[src/rtl/ps2_pkg.sv]
// Purpose: shared types, scan-code constants and the button lookup for the PS/2 receive path.
// Latency: none (package only).
// Backpressure: none (package only).
package ps2_pkg;

  typedef enum logic [1:0] {IDLE, DATA, PARITY, STOP} rx_state_t;

  // Set-2 make codes for the game buttons, in button-index order
  localparam logic [7:0] SC_A     = 8'h1C;
  localparam logic [7:0] SC_D     = 8'h23;
  localparam logic [7:0] SC_E     = 8'h24;
  localparam logic [7:0] SC_F     = 8'h2B;
  localparam logic [7:0] SC_G     = 8'h34;
  localparam logic [7:0] SC_R     = 8'h2D;
  localparam logic [7:0] SC_S     = 8'h1B;
  localparam logic [7:0] SC_T     = 8'h2C;
  localparam logic [7:0] SC_W     = 8'h1D;
  localparam logic [7:0] SC_BREAK = 8'hF0;
  localparam logic [7:0] SC_EXT   = 8'hE0;

  localparam logic [3:0] BTN_NONE = 4'd9;

  function automatic logic [3:0] scan_to_index(input logic [7:0] code);
    case (code)
      SC_A:    scan_to_index = 4'd0;
      SC_D:    scan_to_index = 4'd1;
      SC_E:    scan_to_index = 4'd2;
      SC_F:    scan_to_index = 4'd3;
      SC_G:    scan_to_index = 4'd4;
      SC_R:    scan_to_index = 4'd5;
      SC_S:    scan_to_index = 4'd6;
      SC_T:    scan_to_index = 4'd7;
      SC_W:    scan_to_index = 4'd8;
      default: scan_to_index = BTN_NONE;
    endcase
  endfunction

endpackage

[src/rtl/ps2_sync_edge.sv]
// Purpose: synchronise raw ps2_clk/ps2_data into clk and flag ps2_clk falling edges.
// Latency: clk_fall asserts SYNC_STAGES+1 clk after ps2_clk falls; data_s is aligned with it.
// Backpressure: none; free-running, one-cycle clk_fall pulse per falling edge.
// Ports: clk/reset (sync, active-high); ps2_clk/ps2_data raw async inputs;
//        clk_fall one-cycle falling-edge pulse; data_s ps2_data sampled alongside clk_fall.
module ps2_sync_edge #(
  parameter int SYNC_STAGES = 2
) (
  input  logic clk,
  input  logic reset,
  input  logic ps2_clk,
  input  logic ps2_data,
  output logic clk_fall,
  output logic data_s
);

  logic [SYNC_STAGES-1:0] clk_sync;
  logic [SYNC_STAGES-1:0] data_sync;
  logic                   clk_prev;

  // Reset to the idle-high line level so leaving reset never fakes an edge
  always_ff @(posedge clk) begin
    if (reset) begin
      clk_sync  <= '1;
      data_sync <= '1;
      clk_prev  <= 1'b1;
      clk_fall  <= 1'b0;
      data_s    <= 1'b1;
    end else begin
      clk_sync  <= {clk_sync[SYNC_STAGES-2:0], ps2_clk};
      data_sync <= {data_sync[SYNC_STAGES-2:0], ps2_data};
      clk_prev  <= clk_sync[SYNC_STAGES-1];
      clk_fall  <= clk_prev & ~clk_sync[SYNC_STAGES-1];
      data_s    <= data_sync[SYNC_STAGES-1];
    end
  end

endmodule

[src/rtl/ps2_keyboard_receiver.sv]
// Purpose: receive PS/2 keyboard frames and map set-2 scan codes to game button indices.
// Latency: key_valid/frame_error pulse 1 clk after the stop-bit edge is seen in the clk domain.
// Backpressure: none; outputs are pulses and held values, the keyboard cannot be stalled.
// Ports: clk/reset (sync, active-high); ps2_clk/ps2_data raw keyboard lines;
//        key_valid pulse with key_index/scan_code/key_released; frame_error pulse.
// Option: define PS2_BREAK_TRACK_EN to fold F0 break prefixes into key_released.
module ps2_keyboard_receiver
  import ps2_pkg::*;
#(
  parameter int TIMEOUT_CYCLES = 50_000,
  parameter int SYNC_STAGES    = 2
) (
  input  logic       clk,
  input  logic       reset,
  input  logic       ps2_clk,
  input  logic       ps2_data,
  output logic       key_valid,
  output logic [3:0] key_index,
  output logic [7:0] scan_code,
  output logic       key_released,
  output logic       frame_error
);

  localparam int TW = $clog2(TIMEOUT_CYCLES);
  localparam logic [TW-1:0] TMO_MAX = TW'(TIMEOUT_CYCLES - 1);

  rx_state_t     state, state_nxt;
  logic          clk_fall;
  logic          din;
  logic [2:0]    bit_cnt;
  logic [7:0]    shift;
  logic          parity_bit;
  logic [TW-1:0] tmo_cnt;
  logic          tmo_hit;
  logic          frame_ok;
  logic          frame_bad;

  ps2_sync_edge #(.SYNC_STAGES(SYNC_STAGES)) u_sync (
    .clk      (clk),
    .reset    (reset),
    .ps2_clk  (ps2_clk),
    .ps2_data (ps2_data),
    .clk_fall (clk_fall),
    .data_s   (din)
  );

  // An edge in the expiry cycle wins: the frame is still alive
  assign tmo_hit = (state != IDLE) && !clk_fall && (tmo_cnt == TMO_MAX);

  always_ff @(posedge clk) begin
    if (reset) state <= IDLE;
    else       state <= state_nxt;
  end

  always_comb begin
    state_nxt = state;
    case (state)
      IDLE:    if (clk_fall && !din) state_nxt = DATA;
      DATA:    if (tmo_hit) state_nxt = IDLE;
               else if (clk_fall && bit_cnt == 3'd7) state_nxt = PARITY;
      PARITY:  if (tmo_hit) state_nxt = IDLE;
               else if (clk_fall) state_nxt = STOP;
      STOP:    if (tmo_hit || clk_fall) state_nxt = IDLE;
      default: state_nxt = IDLE;
    endcase
  end

  // Odd parity over data+parity, stop bit must be high
  always_comb begin
    frame_ok  = 1'b0;
    frame_bad = tmo_hit;
    if (state == STOP && clk_fall) begin
      frame_ok  = din && (^{shift, parity_bit});
      frame_bad = !frame_ok;
    end
  end

  always_ff @(posedge clk) begin
    if (reset) begin
      bit_cnt    <= 3'd0;
      shift      <= 8'd0;
      parity_bit <= 1'b0;
      tmo_cnt    <= '0;
    end else begin
      if (state == IDLE || clk_fall) tmo_cnt <= '0;
      else if (tmo_cnt != TMO_MAX)   tmo_cnt <= tmo_cnt + TW'(1);

      if (clk_fall) begin
        case (state)
          IDLE:   bit_cnt <= 3'd0;
          DATA: begin
            shift[bit_cnt] <= din;
            bit_cnt        <= bit_cnt + 3'd1;
          end
          PARITY: parity_bit <= din;
          default: ;
        endcase
      end
    end
  end

`ifdef PS2_BREAK_TRACK_EN
  logic break_flag;

  always_ff @(posedge clk) begin
    if (reset) begin
      key_valid    <= 1'b0;
      frame_error  <= 1'b0;
      key_index    <= BTN_NONE;
      scan_code    <= 8'd0;
      key_released <= 1'b0;
      break_flag   <= 1'b0;
    end else begin
      key_valid   <= 1'b0;
      frame_error <= frame_bad;
      if (frame_bad) break_flag <= 1'b0;
      // E0 is swallowed without touching the break flag so E0 F0 xx still
      // reports a release of xx
      if (frame_ok && shift != SC_EXT) begin
        if (shift == SC_BREAK) begin
          break_flag <= 1'b1;
        end else begin
          key_valid    <= 1'b1;
          key_index    <= scan_to_index(shift);
          scan_code    <= shift;
          key_released <= break_flag;
          break_flag   <= 1'b0;
        end
      end
    end
  end
`else
  assign key_released = 1'b0;

  always_ff @(posedge clk) begin
    if (reset) begin
      key_valid   <= 1'b0;
      frame_error <= 1'b0;
      key_index   <= BTN_NONE;
      scan_code   <= 8'd0;
    end else begin
      key_valid   <= 1'b0;
      frame_error <= frame_bad;
      if (frame_ok && shift != SC_EXT) begin
        key_valid <= 1'b1;
        key_index <= scan_to_index(shift);
        scan_code <= shift;
      end
    end
  end
`endif

endmodule

[config.mk]
export PLATFORM = sky130hd
export DESIGN_NAME = ps2_keyboard_receiver
export DESIGN_NICKNAME = d
export VERILOG_FILES = /design/src/rtl/ps2_pkg.sv /design/src/rtl/ps2_sync_edge.sv /design/src/rtl/ps2_keyboard_receiver.sv
export SDC_FILE = /design/constraint.sdc
export NUM_CORES = 1
export LEC_CHECK = 0
export CAP_MARGIN = 20
export CORE_MARGIN = 2
export CORE_UTILIZATION = 42
export DETAILED_ROUTE_END_ITERATION = 10
export PLACE_DENSITY_LB_ADDON = 0.1
export SLEW_MARGIN = 20
export SYNTH_ARGS = -nofsm -noshare
export SYNTH_HDL_FRONTEND = slang
export SYNTH_SLANG_ARGS = --single-unit
[constraint.sdc]
create_clock -name clk -period 2.6 [get_ports clk]
set_input_delay 0.26 -clock clk [delete_from_list [all_inputs] [get_ports clk]]
set_output_delay 0.26 -clock clk [all_outputs]
set_load 0.05 [all_outputs]
==> results_dict.tcl <==
set metrics [dict create \
    first_pass_iters 4 \
    area_delta_synth_final_pct 13.20 \
    cts_tree "done" \
    rsz0062_at_grt "no" \
    timing.setup.tns_ns 0 \
    drc 0 \
    crit_type "reg -> reg" \
    post-cts-setup-buffers 0 \
    setup_viol 0 \
    drv_slew 0 \
    synth-edff-count 0 \
    cts_num_sinks 51 \
    numPortBuffers 17 \
    design.die.area_sq_um 6306 \
    muxShareOfSynthArea 0.06600 \
    root_buffer "clkbuf_8" \
    peakVddDrop_uv 217.5 \
    via_per_inst 5.353 \
    final_cell_mix "dfxtp_1 (51), nor2_1 (35), nand3_1 (21)" \
    fp.dieW_microns 79.41 \
    ant_nets 0 \
    ctsHoldBuffers 0 \
    layout_commonest_cell "dfxtp_1" \
    synth-seq-cells 51 \
    grt_pass1_vias 1667 \
    drt_iter0_markers 79 \
    grt_max_degree 31 \
    async_reset_ff_frac 0 \
    rows 27 \
    power_density_nw_per_um2 509.2 \
    cp_data_required_time_ns 2.83 \
    synth_adder_area_share 0.01572 \
    grt_pass1_wl_microns 8142 \
    worstMarginPinSlew_ns 0.5196 \
    synth-compound-area-share 0.1032 \
    synth_top_family_by_area "simple AND/OR/NAND/NOR gates" \
    clkTransAtPathRegs_ns 0.09 \
    synthFlopType "dfxtp_1" \
    status "finished clean" \
    ios 19 \
    cts_buffer_depth 2 \
    maxCapViolations 0 \
    htree_levels 2 \
    dp_hpwl_microns 3321 \
    cp-end-kind "flip-flop" \
    cp.arrival_ns 2.22 \
    fp.dieH_microns 79.41 \
    hold_viol_final 0 \
    nets 285 \
    post-route-util 0.4910 \
    synthSimpleGateAreaFrac 0.2666 \
    avgRoutedWirePerCell_microns 13.55 \
    wl_microns 4756 \
    diodes 0 \
    crit_path_start_kind "flip-flop" \
    ys_types 45 \
    grt_usage 0.1635 \
    fin_skew_ns 0.008878 \
    leakagePower_nw 0.9107 \
    yosys_warnings 0 \
    synth_cells 268 \
    ys_seq_area_frac 0.4274 \
    fmax_mhz 501.9 \
    fin_crit_sh 0.7664 \
    synth_nets 275 \
    vias 1879 \
    drive_gt1_frac 0.08244 \
    clk_latency_ns 0.30 \
    gp_congestion 0.8747 \
    cts_resized 0 \
    core_region_area_sq_um 5507 \
    avgSynthCellArea_sq_um 8.912 \
    crit_path_max_fanout 11 \
    maxSlewHeadroom 0.6529 \
    cts_buffers 5 \
    overflow 0 \
    holdCritPathClass "reg -> reg" \
    antenna_found_initial 0 \
    min_period_ns 1.993 \
    synth_area_sq_um 2389 \
    synthXorXnorAreaFrac 0.07072 \
    initial_utilization 0.4338 \
]
[cell usage after synthesis, types with 2 or more instances]
| cell | instances | area share |
|---|---|---|
| a221oi_1 | 2 | 0.0073 |
| or4b_1 | 3 | 0.013 |
| buf_2 | 5 | 0.010 |
| nor4b_1 | 2 | 0.0073 |
| nand4_1 | 7 | 0.018 |
| mux2i_1 | 12 | 0.050 |
| or3_1 | 2 | 0.0052 |
| nand3_1 | 21 | 0.044 |
| o21ai_0 | 8 | 0.017 |
| nor3b_1 | 4 | 0.013 |
| nand2_1 | 10 | 0.016 |
| nor3_1 | 7 | 0.015 |
| xnor2_1 | 8 | 0.029 |
| o21ai_1 | 9 | 0.019 |
| ha_1 | 3 | 0.016 |
| xor2_1 | 6 | 0.022 |
| clkbuf_1 | 5 | 0.0079 |
| buf_4 | 5 | 0.016 |
| nand3b_1 | 3 | 0.0094 |
| nor2_1 | 35 | 0.055 |
| a21oi_1 | 20 | 0.042 |
| nand2b_1 | 5 | 0.013 |
| or2_2 | 6 | 0.016 |
| dfxtp_1 | 51 | 0.43 |
| and4_1 | 3 | 0.011 |
| and3_1 | 2 | 0.0052 |
| inv_1 | 5 | 0.0079 |
| nor4bb_1 | 2 | 0.0084 |
[path summary, 6_finish.rpt]
check                 startpoint                  end  slack [ns]  cells past startpoint
max                     shift[3]         key_index[3]        0.61                      5
min reg2reg  u_sync.data_sync[0]  u_sync.data_sync[1]        0.41                      1
max reg2reg             shift[3]         key_index[3]        0.61                      5
min          u_sync.data_sync[0]  u_sync.data_sync[1]        0.41                      1
[logic make-up (layout without fill, tap and decap cells)]
| family | after synthesis | in the layout |
|---|---|---|
| compound gates | 44 | 44 |
| xor+xnor | 16 | 16 |
| fa+ha+maj | 3 | 3 |
| buf+inv | 22 | 33 |
| flops | 51 | 51 |
| mux | 14 | 14 |
| other cells | 1 | 1 |
| simple gates | 117 | 117 |
[metrics by stage]
step | worst slack [ns] | instance area [sq um] | hold slack, ns | power, W | std cells
after global placement | 0.6449 | 2586 | 0.3926 | 0.0008334 | 343
final | 0.6075 | 2704 | 0.4145 | 0.001377 | 351
after global routing | 0.4683 | 2704 | 0.4246 | 0.001449 | 351
after floorplan | 0.7850 | 2389 | 0.3638 | 0.0008247 | 268
after CTS | 0.6039 | 2704 | 0.4202 | 0.001400 | 351
after detailed placement | 0.6428 | 2586 | 0.3981 | 0.0008333 | 343
[layer usage]
layer	global-route usage	part of all wire	vias to the layer above
met5	0	0	-
met4	0.05172	0.0063	0
met3	0.03733	0.028	4
met2	0.2331	0.43	28
met1	0.2434	0.53	885
li1	-	-	962
[layout make-up]
type,count,area [sq um]
clock buffers,6,82.58
fillers,557,2803
inverters,5,18.77
clock inverters,2,35.03
well taps,72,90.09
multi-input cells,195,1251
flip-flops and latches,51,1021
repair buffers,20,205.2
[power by group]
part	leakage [nW]	switching [W]	total, W	internal [W]
clock	0.0612	0.000250	0.000562	0.000311
sequential	0.412	0.00000218	0.000787	0.000784
combinational	0.438	0.0000169	0.0000281	0.0000113
total	0.911	0.000270	0.00138	0.00111
[sequential cells by signal, summed over array words and instances (netlist names), 2 cells and up]
register,flops
u_sync.data_sync,2
key_index,4
bit_cnt,3
state,2
scan_code,8
tmo_cnt,16
shift,8
u_sync.clk_sync,2
[worst max-delay path, stage by stage, from the launching register on]
cell and delay [ns]:
dfxtp_1 0.47, xor2_1 0.18, xnor3_2 0.49, mux2_4 0.39, nor2_4 0.18, mux2i_1 0.20
(Power assumes the default switching activity.)
